===== src/rtl/gen_signal_pkg.sv =====
`default_nettype none
// ============================================================================
// Module   : gen_signal_pkg
// Purpose  : Shared types and helpers for the multi-channel ADC timing
//            generator: FSM state encoding, read-window length and bit-index
//            width helpers.
// Ports    : none (package)
// Revision : 1.0 - initial release
// ============================================================================
package gen_signal_pkg;

  typedef enum logic [2:0] {
    ST_IDLE      = 3'd0,
    ST_CNV       = 3'd1,
    ST_CONV_WAIT = 3'd2,
    ST_READ      = 3'd3,
    ST_GAP       = 3'd4
  } state_e;

  localparam int unsigned BITS_DEF     = 16;
  localparam int unsigned DIV_DEF      = 4;
  localparam int unsigned READ_LEN_DEF = BITS_DEF * DIV_DEF;
  localparam int unsigned IDX_W_DEF    = $clog2(BITS_DEF);

  // Number of clk cycles the serial-clock burst occupies.
  function automatic int unsigned read_len(input int unsigned bits,
                                           input int unsigned div);
    return bits * div;
  endfunction

  // Width of bit_idx; kept at least one bit so a single-bit frame still
  // has a legal port.
  function automatic int unsigned idx_w(input int unsigned bits);
    return (bits > 1) ? $clog2(bits) : 1;
  endfunction

endpackage
`default_nettype wire


===== src/rtl/adc_clk_burst.sv =====
`default_nettype none
// ============================================================================
// Module   : adc_clk_burst
// Purpose  : Generates a burst of BITS serial-clock periods of DIV clk cycles
//            each, plus a strobe in the last phase of every period.
// Ports    : clk_i        - system clock
//            rst_ni       - asynchronous active-low reset
//            start_i      - pulse in the cycle before the first burst cycle
//            adcclk_o     - serial clock, high for the first DIV/2 phases
//            bit_strobe_o - one-cycle sample strobe in phase DIV-1
//            bit_idx_o    - index of the bit sampled on bit_strobe_o
//            last_o       - high together with the final strobe
// Revision : 1.0 - initial release
// ============================================================================
module adc_clk_burst
  import gen_signal_pkg::*;
#(
  parameter int unsigned BITS = 16,
  parameter int unsigned DIV  = 4
) (
  input  logic                     clk_i,
  input  logic                     rst_ni,
  input  logic                     start_i,
  output logic                     adcclk_o,
  output logic                     bit_strobe_o,
  output logic [idx_w(BITS)-1:0]   bit_idx_o,
  output logic                     last_o
);

  localparam int unsigned IDX_W = idx_w(BITS);
  localparam int unsigned PH_W  = (DIV > 2) ? $clog2(DIV) : 1;

  localparam logic [PH_W-1:0]  P_LAST = PH_W'(DIV - 1);
  localparam logic [PH_W-1:0]  P_HALF = PH_W'(DIV / 2);
  localparam logic [IDX_W-1:0] K_LAST = IDX_W'(BITS - 1);

  logic             active_q, active_d;
  logic [PH_W-1:0]  ph_q, ph_d;
  logic [IDX_W-1:0] k_q, k_d;
  logic             adcclk_q, adcclk_d;
  logic             strobe_q, strobe_d;
  logic             last_q, last_d;

  // Outputs are computed from the next phase/bit so that the registered
  // value lines up with the cycle the phase counter describes.
  always_comb begin
    active_d = active_q;
    ph_d     = ph_q;
    k_d      = k_q;
    if (start_i) begin
      active_d = 1'b1;
      ph_d     = '0;
      k_d      = '0;
    end else if (active_q) begin
      if (ph_q == P_LAST) begin
        ph_d = '0;
        if (k_q == K_LAST) begin
          active_d = 1'b0;
          k_d      = '0;
        end else begin
          k_d = k_q + 1'b1;
        end
      end else begin
        ph_d = ph_q + 1'b1;
      end
    end
    adcclk_d = active_d && (ph_d < P_HALF);
    strobe_d = active_d && (ph_d == P_LAST);
    last_d   = strobe_d && (k_d == K_LAST);
  end

  always_ff @(posedge clk_i or negedge rst_ni) begin
    if (!rst_ni) begin
      active_q <= 1'b0;
      ph_q     <= '0;
      k_q      <= '0;
      adcclk_q <= 1'b0;
      strobe_q <= 1'b0;
      last_q   <= 1'b0;
    end else begin
      active_q <= active_d;
      ph_q     <= ph_d;
      k_q      <= k_d;
      adcclk_q <= adcclk_d;
      strobe_q <= strobe_d;
      last_q   <= last_d;
    end
  end

  assign adcclk_o     = adcclk_q;
  assign bit_strobe_o = strobe_q;
  assign bit_idx_o    = k_q;
  assign last_o       = last_q;

endmodule
`default_nettype wire


===== src/rtl/gen_signal_mc.sv =====
`default_nettype none
// ============================================================================
// Module   : gen_signal_mc
// Purpose  : Multi-channel ADC timing generator. Issues per-channel
//            conversion pulses, a gated serial-clock burst with sample
//            strobes, in continuous or triggered frame mode.
// Ports    : clk_i        - system clock
//            rst_ni       - asynchronous active-low reset
//            enable_i     - run enable
//            mode_i       - 0 continuous, 1 triggered (sampled at frame start)
//            trig_i       - single-cycle frame request
//            ch_en_i      - channel enable mask (sampled at frame start)
//            cnv_o        - conversion pulses, one per channel
//            adcclk_o     - ADC serial clock, idle low
//            bit_strobe_o - data-sample strobe
//            bit_idx_o    - bit index on strobe, 0 = MSB
//            frame_done_o - end-of-readout pulse
//            busy_o       - frame in progress, including gap
//            overrun_o    - pulse on a rejected trigger
// Revision : 1.0 - initial release
// ============================================================================
module gen_signal_mc
  import gen_signal_pkg::*;
#(
  parameter int unsigned CH_NUM  = 2,
  parameter int unsigned BITS    = 16,
  parameter int unsigned DIV     = 4,
  parameter int unsigned T_CNV   = 8,
  parameter int unsigned T_CONV  = 520,
  parameter int unsigned T_FRAME = 1000,
  parameter int unsigned CNT_W   = 16
) (
  input  logic                   clk_i,
  input  logic                   rst_ni,
  input  logic                   enable_i,
  input  logic                   mode_i,
  input  logic                   trig_i,
  input  logic [CH_NUM-1:0]      ch_en_i,
  output logic [CH_NUM-1:0]      cnv_o,
  output logic                   adcclk_o,
  output logic                   bit_strobe_o,
  output logic [idx_w(BITS)-1:0] bit_idx_o,
  output logic                   frame_done_o,
  output logic                   busy_o,
  output logic                   overrun_o
);

  localparam int unsigned READ_LEN = read_len(BITS, DIV);

  localparam logic [CNT_W-1:0] FC_CNV_LAST   = CNT_W'(T_CNV - 1);
  localparam logic [CNT_W-1:0] FC_CONV_LAST  = CNT_W'(T_CONV - 1);
  localparam logic [CNT_W-1:0] FC_FRAME_LAST = CNT_W'(T_FRAME - 1);

  // --------------------------------------------------------------------------
  // Elaboration-time parameter checks
  // --------------------------------------------------------------------------
  if (CH_NUM < 1) begin : g_bad_ch_num
    $error("gen_signal_mc: CH_NUM must be >= 1");
  end
  if (BITS < 1) begin : g_bad_bits
    $error("gen_signal_mc: BITS must be >= 1");
  end
  if ((DIV < 2) || ((DIV % 2) != 0)) begin : g_bad_div
    $error("gen_signal_mc: DIV must be even and >= 2");
  end
  if (T_CNV < 1) begin : g_bad_t_cnv
    $error("gen_signal_mc: T_CNV must be >= 1");
  end
  if (T_CONV <= T_CNV) begin : g_bad_t_conv
    $error("gen_signal_mc: T_CONV must exceed T_CNV");
  end
  if (T_FRAME < (T_CONV + READ_LEN + 1)) begin : g_bad_t_frame
    $error("gen_signal_mc: T_FRAME must be >= T_CONV + BITS*DIV + 1");
  end
  if ((CNT_W >= 63) || ((64'd1 << CNT_W) <= 64'(T_FRAME))) begin : g_bad_cnt_w
    $error("gen_signal_mc: 2**CNT_W must exceed T_FRAME");
  end

  // --------------------------------------------------------------------------
  // State
  // --------------------------------------------------------------------------
  state_e             state_q, state_d;
  logic [CNT_W-1:0]   fc_q, fc_d;
  logic [CH_NUM-1:0]  mask_q, mask_d;
  logic               mode_q, mode_d;
  logic [CH_NUM-1:0]  cnv_q, cnv_d;
  logic               busy_q, busy_d;
  logic               done_q, done_d;
  logic               ovr_q, ovr_d;

  logic               start_cond;
  logic               cont_restart;
  logic               burst_start;
  logic               burst_last;

  // Start condition evaluated in IDLE; the trigger only matters in
  // triggered mode.
  assign start_cond   = enable_i && (ch_en_i != '0) && (mode_i ? trig_i : 1'b1);
  // Back-to-back frames only chain while both the running frame and the
  // current mode input are continuous.
  assign cont_restart = !mode_q && !mode_i && enable_i && (ch_en_i != '0);

  always_comb begin
    state_d     = state_q;
    fc_d        = fc_q;
    mask_d      = mask_q;
    mode_d      = mode_q;
    burst_start = 1'b0;

    unique case (state_q)
      ST_IDLE: begin
        fc_d = '0;
        if (start_cond) begin
          state_d = ST_CNV;
          mask_d  = ch_en_i;
          mode_d  = mode_i;
        end
      end
      ST_CNV: begin
        fc_d = fc_q + 1'b1;
        if (fc_q == FC_CNV_LAST) begin
          state_d = ST_CONV_WAIT;
        end
      end
      ST_CONV_WAIT: begin
        fc_d = fc_q + 1'b1;
        if (fc_q == FC_CONV_LAST) begin
          state_d     = ST_READ;
          burst_start = 1'b1;
        end
      end
      ST_READ: begin
        fc_d = fc_q + 1'b1;
        // The burst flags its final strobe; the following cycle is the
        // first gap cycle and carries frame_done.
        if (burst_last) begin
          state_d = ST_GAP;
        end
      end
      ST_GAP: begin
        if (fc_q == FC_FRAME_LAST) begin
          fc_d = '0;
          if (cont_restart) begin
            state_d = ST_CNV;
            mask_d  = ch_en_i;
            mode_d  = mode_i;
          end else begin
            state_d = ST_IDLE;
          end
        end else begin
          fc_d = fc_q + 1'b1;
        end
      end
      default: begin
        state_d = ST_IDLE;
        fc_d    = '0;
      end
    endcase

    // Outputs are registered from the next state so each output reflects
    // the frame position of the cycle it is visible in.
    cnv_d  = (state_d == ST_CNV) ? mask_d : '0;
    busy_d = (state_d != ST_IDLE);
    done_d = (state_q == ST_READ) && (state_d == ST_GAP);
    ovr_d  = trig_i && mode_i && (state_q != ST_IDLE);
  end

  always_ff @(posedge clk_i or negedge rst_ni) begin
    if (!rst_ni) begin
      state_q <= ST_IDLE;
      fc_q    <= '0;
      mask_q  <= '0;
      mode_q  <= 1'b0;
      cnv_q   <= '0;
      busy_q  <= 1'b0;
      done_q  <= 1'b0;
      ovr_q   <= 1'b0;
    end else begin
      state_q <= state_d;
      fc_q    <= fc_d;
      mask_q  <= mask_d;
      mode_q  <= mode_d;
      cnv_q   <= cnv_d;
      busy_q  <= busy_d;
      done_q  <= done_d;
      ovr_q   <= ovr_d;
    end
  end

  // --------------------------------------------------------------------------
  // Serial-clock burst
  // --------------------------------------------------------------------------
  adc_clk_burst #(
    .BITS (BITS),
    .DIV  (DIV)
  ) u_burst (
    .clk_i        (clk_i),
    .rst_ni       (rst_ni),
    .start_i      (burst_start),
    .adcclk_o     (adcclk_o),
    .bit_strobe_o (bit_strobe_o),
    .bit_idx_o    (bit_idx_o),
    .last_o       (burst_last)
  );

  assign cnv_o        = cnv_q;
  assign frame_done_o = done_q;
  assign busy_o       = busy_q;
  assign overrun_o    = ovr_q;

endmodule
`default_nettype wire

===== config.mk =====
export PLATFORM = sky130hd
export DESIGN_NAME = gen_signal_mc
export DESIGN_NICKNAME = d
export VERILOG_FILES = /design/src/rtl/gen_signal_pkg.sv /design/src/rtl/adc_clk_burst.sv /design/src/rtl/gen_signal_mc.sv
export SDC_FILE = /design/constraint.sdc
export NUM_CORES = 1
export LEC_CHECK = 0
export BUFFER_PORTS_ARGS = -buffer_cell sky130_fd_sc_hd__buf_2
export CORE_MARGIN = 2
export CORE_UTILIZATION = 40
export CTS_BUF_LIST = sky130_fd_sc_hd__clkbuf_8
export CTS_CLUSTER_DIAMETER = 30
export DETAILED_ROUTE_END_ITERATION = 7
export SYNTH_ARGS = -nofsm -noshare
export SYNTH_HDL_FRONTEND = slang
export SYNTH_SLANG_ARGS = --single-unit
export TNS_END_PERCENT = 30

===== constraint.sdc =====
create_clock -name clk_i -period 5 [get_ports clk_i]
set_input_delay 0.75 -clock clk_i [delete_from_list [all_inputs] [get_ports clk_i]]
set_output_delay 0.75 -clock clk_i [all_outputs]
set_load 0.02 [all_outputs]

# Yosys cells after proc, flatten, opt, wreduce, memory -nomap -nowiden
# Cells that the tools add are included.
[word_totals]
latchBits = 0
mem_count = 0
input_bits = 7
ram_bits = 0
wordCells = 86
mem_bits_ro = 0
out_inout_bits = 11
ff_bits = 37
[op_classes]
eq_ne = 16
addsub = 3
mux = 32
magnitude_cmp = 1
n_reduce_logical = 20
bitwise = 0
div_mod_pow = 0
n_mul = 0
n_shift = 0
[op_table]
columns = ["operator", "n"]
rows = [
  ["== test 16 x 10 -> 1 bit, second input constant", 2],
  ["case mux 16 bit (2 select lines)", 1],
  ["adder 16 x 1 -> 16 bit, second input constant", 1],
  ["== test 16 x 3 -> 1 bit, second input constant", 1],
  ["two-way mux 16 bit", 1],
  ["two-way mux 4 bit", 4],
  ["two-way mux 3 bit", 5],
  ["case mux 3 bit (5 select lines)", 1],
  ["two-way mux 2 bit", 7],
  ["logical AND 1 bit", 11],
  ["two-way mux 1 bit", 11],
  ["== test 4 bit, second input constant", 2],
  ["== test 3 x 1 -> 1 bit, second input constant", 2],
  ["== test 3 x 2 -> 1 bit, second input constant", 2],
  ["== test 3 bit, second input constant", 2],
  ["!= test 2 bit, second input constant", 3],
  ["nonzero test 3 bit", 2],
  ["adder 4 x 1 -> 4 bit, second input constant", 1],
  ["== test 2 bit, second input constant", 2],
  ["case mux 2 bit (2 select lines)", 1],
  ["AND reduction 4 bit", 1],
  ["nonzero test 2 bit", 2],
  ["logical NOT 3 bit", 1],
  ["OR reduction 3 bit", 1],
  ["other kinds (4)", 5],
]

# Longest topological paths before layout
# Gate-level depths: netlist of run 1.
[depth]
word_depth = 9
mapped_depth = 7
mapped_depth_nobuf = 6

# Modules after synthesis
# A second synthesis of run 1 with hierarchy kept.
[unflattened]
hier_cells = 178
hier_area_um2 = 1845.5
[by_module_without_submodules]
columns = ["mod", "seq_area_each_um2", "cells_per_inst", "n_inst", "area_each_um2"]
rows = [
  ["gen_signal_mc", 675.6, 137, 1, 1377.6],
  ["adc_clk_burst", 250.2, 41, 1, 467.9],
]

# Worst setup path after synthesis of run 1
# No wires, ideal clock.
[synth_timing]
kind = "register to register"
startpoint = "register fc_q[0]"
endpoint = "register cnv_q[1], in the netlist cnv_o[1]"
path_buffers = 0
stages_incl_launch_ff = 7
synth_period_minus_slack_ns = 1.778
arrival_time_ns = 1.645
path_slack_ns = 3.222
t_required_ns = 4.866
setup_time_ns = 0.134
path_cell_list = "dfrtp_1 ha_1 and4bb_2 nand4_2 or3_1 a32oi_2 a211oi_1"
[synth_via]
elab_chain_cells = 5
elab_cells_between_ends = 11
cone_classes = "4 x eq/ne; 7 x mux"
[synth_lines]
columns = ["element", "line_no", "source"]
rows = [
  ["start, declared", "gen_signal_mc.sv:83", "logic [CNT_W-1:0] fc_q, fc_d;"],
  ["start signal, assigned", "gen_signal_mc.sv:171", "fc_q <= '0;"],
  ["start signal, assigned", "gen_signal_mc.sv:180", "fc_q <= fc_d;"],
  ["== test 16 x 10 -> 1 bit, or another cell as far along", "gen_signal_mc.sv:141", "if (fc_q == FC_FRAME_LAST) begin"],
  ["two-way mux 3 bit (on tied branches)", "gen_signal_mc.sv:141, gen_signal_mc.sv:121, gen_signal_mc.sv:127", ""],
  ["case mux 3 bit (5 select lines)", "gen_signal_mc.sv:110", "unique case (state_q)"],
  ["== test 3 x 1 -> 1 bit", "gen_signal_mc.sv:162", "cnv_d = (state_d == ST_CNV) ? mask_d : '0;"],
  ["two-way mux 2 bit (*)", "gen_signal_mc.sv:162", ""],
  ["net cnv_d[1]", "gen_signal_mc.sv:86", "logic [CH_NUM-1:0] cnv_q, cnv_d;"],
  ["end signal, assigned", "gen_signal_mc.sv:183", "cnv_q <= cnv_d;"],
  ["end, declared", "gen_signal_mc.sv:86", ""],
]
# The timed path passes the listed nets; every way through them passes the cells marked *.
# A chain may end at the register's enable or synchronous reset.

# Worst setup path after layout of run 1
[layout_timing]
startpoint = "register fc_q[0]"
endpoint = "register u_burst.last_q, in the netlist u_burst.last_o"
[layout_via]
elab_cells_between_ends = 10
cone_classes = "3 x eq/ne; 5 x mux; 2 x reduce/logical"
[layout_lines]
columns = ["element", "line_no", "source"]
rows = [
  ["== test 16 x 10 -> 1 bit", "gen_signal_mc.sv:127", "if (fc_q == FC_CONV_LAST) begin"],
  ["two-way mux 1 bit", "gen_signal_mc.sv:127", ""],
  ["two-way mux 1 bit", "gen_signal_mc.sv:110", ""],
  ["two-way mux 4 bit", "adc_clk_burst.sv:50", "if (start_i) begin"],
  ["net u_burst.k_d[2]", "adc_clk_burst.sv:39", "logic [IDX_W-1:0] k_q, k_d;"],
  ["== test 4 bit", "adc_clk_burst.sv:69", "last_d = strobe_d && (k_d == K_LAST);"],
  ["logical AND 1 bit", "adc_clk_burst.sv:69", ""],
  ["net u_burst.last_d", "adc_clk_burst.sv:42", "logic last_q, last_d;"],
  ["end signal, assigned", "adc_clk_burst.sv:86", "last_q <= last_d;"],
  ["end, declared", "adc_clk_burst.sv:42", ""],
]
# The timed path passes the listed nets, and every way through them passes these cells.

==> results of run 1 <==
## Yosys cell counts, drive strengths merged, types with 4 or more instances
master	n
nand3	8
dfrtp	37
a21oi	6
nand4	9
or3	4
nor2b	4
xor2	9
inv	4
and3	5
o21ai	6
nand2	18
xnor2	6
buf	4
nor2	29
## routing by layer
metal	vias up	GRT usage [%]	share of wire (%)
met5	-	0	0
met4	0	5.97	1.4
met3	6	4.01	3.5
met2	29	26.5	49
met1	691	19.3	46
li1	687	-	-
## cell type report
class                      count  area [sq um]  area share, %
sequential                    37           926           44.0
clock buffer                   6          82.6           3.93
clock inverter                 2          13.8          0.655
timing repair buffer          17          85.1           4.05
inverter                       4          15.0          0.714
tap                           52          65.1           3.10
multi-input combinational    139           915           43.5
## logic make-up (layout without fill, tap and decap cells)
group,count (synthesis),count (layout),synth area share (%)
buffers and inverters,9,29,2.39
AND/OR/NAND/NOR,95,95,28.6
AO/OA/AOI/OAI,23,23,9.09
multiplexers,3,3,1.86
XOR/XNOR,15,15,6.97
adder cells (fa/ha/maj),3,3,1.99
flip-flops,37,37,49.1
## sequential cells by signal (all words and copies together), names as in the netlist
name,cells
busy_o,1
mask_q,2
u_burst.adcclk_o,1
u_burst.last_o,1
u_burst.active_q,1
u_burst.bit_idx_o,4
mode_q,1
state_q,3
u_burst.bit_strobe_o,1
frame_done_o,1
overrun_o,1
cnv_o,2
fc_q,16
u_burst.ph_q,2
## path summary, 6_finish.rpt
kind                                    start                        to  slack [ps]  depth (start not counted)
min in group asynchronous              rst_ni        fc_q[12]$_DFF_PN0_         560                          1
max                         fc_q[0]$_DFF_PN0_  u_burst.last_o$_DFF_PN0_        2950                          6
max reg2reg                 fc_q[0]$_DFF_PN0_  u_burst.last_o$_DFF_PN0_        2950                          6
max in group asynchronous              rst_ni         fc_q[5]$_DFF_PN0_        3920                          1
min reg2reg                mode_q$_DFFE_PN0P_        mode_q$_DFFE_PN0P_         530                          1
min                        mode_q$_DFFE_PN0P_        mode_q$_DFFE_PN0P_         530                          1
## worst max-delay path: stages (launching register included)
cell,delay [ps]
dfrtp_1,430
ha_1,260
and4bb_2,290
nand4_1,210
nor4_4,460
nor2_1,130
and3_1,170
## power by group through the flow
stage,registers (mW),logic [mW],clock network [mW]
after floorplan,0.307,0.00255,0
after global placement,0.307,0.0132,0
after detailed placement,0.307,0.0136,0
after CTS,0.301,0.0136,0.230
after global routing,0.301,0.0154,0.244
final,0.301,0.0131,0.217
==> metrics.txt, run 1 <==
pwr dens 253 nW/um^2; combinational power share 2.5%; fmax 0.488 GHz; Longest Clk Path Bufs 2; clock sinks 37; Slew @ Worst Pin 822 ps; Syn Nets 195; worst endpoint required time 5180 ps; pin count of the biggest net entering global routing 38; final setup margin 2950 ps; Switch Pwr 0.115 mW; Yosys cell types 42; Yosys Warn Count 0; Core Util, Final 47.3%; startpoint types flip-flop; All-Layer GR Usage 15.7%; vias 1413; post-CTS resize count 0; Placement Cell Area 2010 sq um; Post-synth top flop dfrtp_1; EDFF count, synth 0; static leakage 0.974 nW; WL per Instance 14.1 um; Clock Pin Slew Worst Setup and Hold Paths 80 ps; final hold slack 528 ps; ant diodes 0; H-Tree Depth 2; Fill cells 430; maximum vdd drop 0.119 mV; DP Worst Slack 2980 ps; Setup TNS Final 0 ps; GP Congestion 0.860; Sw Ratio 21.7%; CTS root buffer clkbuf_8; worst path arrival time 2230 ps; IO buf count 17; DP Cell Count 249; num rows 24; cell area after synthesis 1890 sq um; Worst-Skew Late Latency 290 ps; I/O Pins 18; CORE AREA 4440 sq um; Max-slew headroom 45.2%; area share of the largest cell type after synthesis 49.1%; most common cell after layout, fill and taps aside dfrtp_1; Final Max Slew Viols 0; Seq pwr share 56.7%; Seq/Total Area, Yosys 49.1%; layout cells sized above 1 19.0%; most frequent cells in the layout 37 x dfrtp_1, 29 x nor2_1, 18 x nand2_1, 17 x buf_2, 9 x xor2_1; final WL 3.62 mm; final total power 0.531 mW; Final HPWL DP 2.57 mm; Num CTS Buffers 5; status completed; clk_skew 9.28 ps; Post-Syn Instances 185; Die Ht 72.7 um; crit path time final 2050 ps; area leader, netlist dfrtp_1; final setup vio count 0; endpoint type of the worst setup path flip-flop; CTS tree yes; number of post-CTS setup repair buffers 0; Syn Area/Cell 10.2 sq um; iteration count of the initial detailed-routing pass 4; post-route insts no fill 257; Fin. Hold Viols 0; asr flop ratio synth 100%; RSZ-0062 raised after global routing no; hold-fix buffers at CTS 0; Synth Register Bits 37; drt via density 5.50; residual DRC count 0; clock share of power 40.9%; Area Growth Syn to Fin 11.5%; die width 72.7 um; P_int 0.415 mW; Critical Path Fanout Max 9; grt ovf 0; Starting Density 42.4%; fin crit share 41.0%; die area 5280 sq um; antenna-violating nets left 0; initial antenna violation count 0; vias in the first global route 1425; dominant cells by area after synthesis dfrtp_1 49%, nor2_1 5.8%, xor2_1 4.2%; nets 214; Setup CP Type flip-flop to flip-flop; first-pass GRT wire length 6.47 mm; Finished Cell Area 2100 sq um; max-cap violations 0; HP Class flip-flop to flip-flop; initial drt markers 90
No activity file was read; power rests on OpenSTA's default activity.
==> inputs of run 2 (changes only) <==
- clock period: 5 -> 2.1 ns (I/O delays scaled with it)
==> run 2 against run 1 <==
Compared with the run above:
- utilization grew 1.2 points
- critical endpoint is now cnv_o[1]$_DFF_PN0_
- clock skew decreased by 5.6 ps
- global-route usage fell by 0.45 points
==> metrics.txt, run 2 (synthesized netlist as in run 1, its figures left out) <==
H-Tree Depth 2; RSZ-0062 raised after global routing no; DP Cell Count 252; Critical Path Fanout Max 5; clock sinks 37; Fin. Hold Viols 0; num rows 24; Reg with most FFs fc_q; pin count of the biggest net entering global routing 38; Setup CP Type flip-flop to flip-flop; initial drt markers 80; Finished Cell Area 2160 sq um; worst path arrival time 2080 ps; hold-fix buffers at CTS 0; Final Max Slew Viols 0; post-route insts no fill 260; final WL 3.60 mm; grt ovf 0; r2r startpoint fc_q[1]$_DFF_PN0_; Die Ht 72.7 um; Starting Density 42.4%; layout cells sized above 1 21.6%; ant diodes 0; reg2reg setup slack 170 ps; HP Class input port to asynchronous set/reset pin; RR Endpoint cnv_o[1]$_DFF_PN0_; fin crit share 91.8%; endpoint type of the worst setup path flip-flop; die width 72.7 um; Largest register FFs 16; most common cell after layout, fill and taps aside dfrtp_1; startpoint types flip-flop; worst-path cell chain ha_2, and4bb_2, nand4_2, or3_1, a32oi_2, a211oi_1; pwr dens 642 nW/um^2; Critical Path Stages 6; GP Congestion 0.743; worst r2r path cells 6; All-Layer GR Usage 15.2%; initial antenna violation count 0; status completed; most frequent cells in the layout 36 x dfrtp_1, 29 x nor2_1, 18 x nand2_1, 17 x buf_2, 9 x xor2_1; crit path time final 1930 ps; Placement Cell Area 2030 sq um; IO buf count 17; first-pass GRT wire length 6.25 mm; clk_skew 3.72 ps; I/O Pins 18; antenna-violating nets left 0; crit path buf inv count 0; worst endpoint required time 2260 ps; residual DRC count 0; fmax 0.519 GHz; Setup TNS Final 0 ps; CTS tree yes; Longest Clk Path Bufs 2; Final HPWL DP 2.59 mm; Max stage delay on crit path 410 ps; Slew @ Worst Pin 804 ps; die area 5280 sq um; WL per Instance 13.8 um; max-cap violations 0; CTS root buffer clkbuf_8; cell family with most CP delay simple AND/OR/NAND/NOR gates; post-CTS resize count 0; vias 1422; Area Growth Syn to Fin 14.4%; number of post-CTS setup repair buffers 0; maximum vdd drop 0.341 mV; final setup vio count 0; iteration count of the initial detailed-routing pass 4; vias in the first global route 1400; CORE AREA 4440 sq um; static leakage 0.995 nW; CP max stage cell dfrtp_1; Clock Pin Slew Worst Setup and Hold Paths 70 ps; Max-slew headroom 46.4%; Core Util, Final 48.5%; nets 217; Worst-Skew Late Latency 290 ps; Num CTS Buffers 5; drt via density 5.47
[run 2: changes by cell type in the layout (fill, tap and decap cells not counted), sizes merged]
| cell | previous run | this run |
|---|---|---|
| buf | 17 | 20 |
| clkinv | 2 | 0 |
| bufinv | 0 | 1 |
| clkinvlp | 0 | 1 |
[run 2: worst max-delay path by stage]
| stage | start | to | slack, ps |
|---|---|---|---|
| after global routing | fc_q[1]$_DFF_PN0_ | mask_q[0]$_DFF_PN0_ | 40 |
| after CTS | fc_q[0]$_DFF_PN0_ | cnv_o[1]$_DFF_PN0_ | 130 |
| final | fc_q[1]$_DFF_PN0_ | cnv_o[1]$_DFF_PN0_ | 170 |
| after detailed placement | fc_q[0]$_DFF_PN0_ | cnv_o[1]$_DFF_PN0_ | 150 |
| after global placement | fc_q[0]$_DFF_PN0_ | cnv_o[1]$_DFF_PN0_ | 220 |
| after floorplan | fc_q[0]$_DFF_PN0_ | cnv_o[1]$_DFF_PN0_ | 320 |
[run 2: per-stage QoR]
stage          hold slack [ps]  power [mW]  worst slack [ps]
4_1_cts                    147        1.41               134
2_1_floorplan             19.4       0.737               322
5_1_grt                    194        1.44              39.5
6_report                   110        1.38               173
3_3_place_gp               451       0.761               220
3_5_place_dp               463       0.762               147
[run 2: cell type report]
class | instances | area [sq um]
Clock buffer | 6 | 82.6
Clock inverter | 2 | 37.5
Fill cell | 419 | 2290
Inverter | 4 | 15.0
Multi-Input combinational cell | 139 | 922
Sequential cell | 37 | 927
Tap cell | 52 | 65.1
Timing Repair Buffer | 20 | 108
[run 2: report_power, final]
group          switching, mW  leakage [nW]  internal, mW
Clock                  0.251        0.0574         0.386
Combinational         0.0223         0.449       0.00851
Sequential           0.00122         0.489         0.715
[run 2: layer usage]
layer	part of all wire, %	track usage (%)
met5	0	0
met4	1.5	5.35
met3	4.6	4.70
met2	48	25.3
met1	46	18.8
[run 2: worst reg2reg max path, stage by stage, from the launching register on]
cell	delay (ps)
dfrtp_1	410
ha_2	240
and4bb_2	270
nand4_2	150
or3_1	410
a32oi_2	240
a211oi_1	70
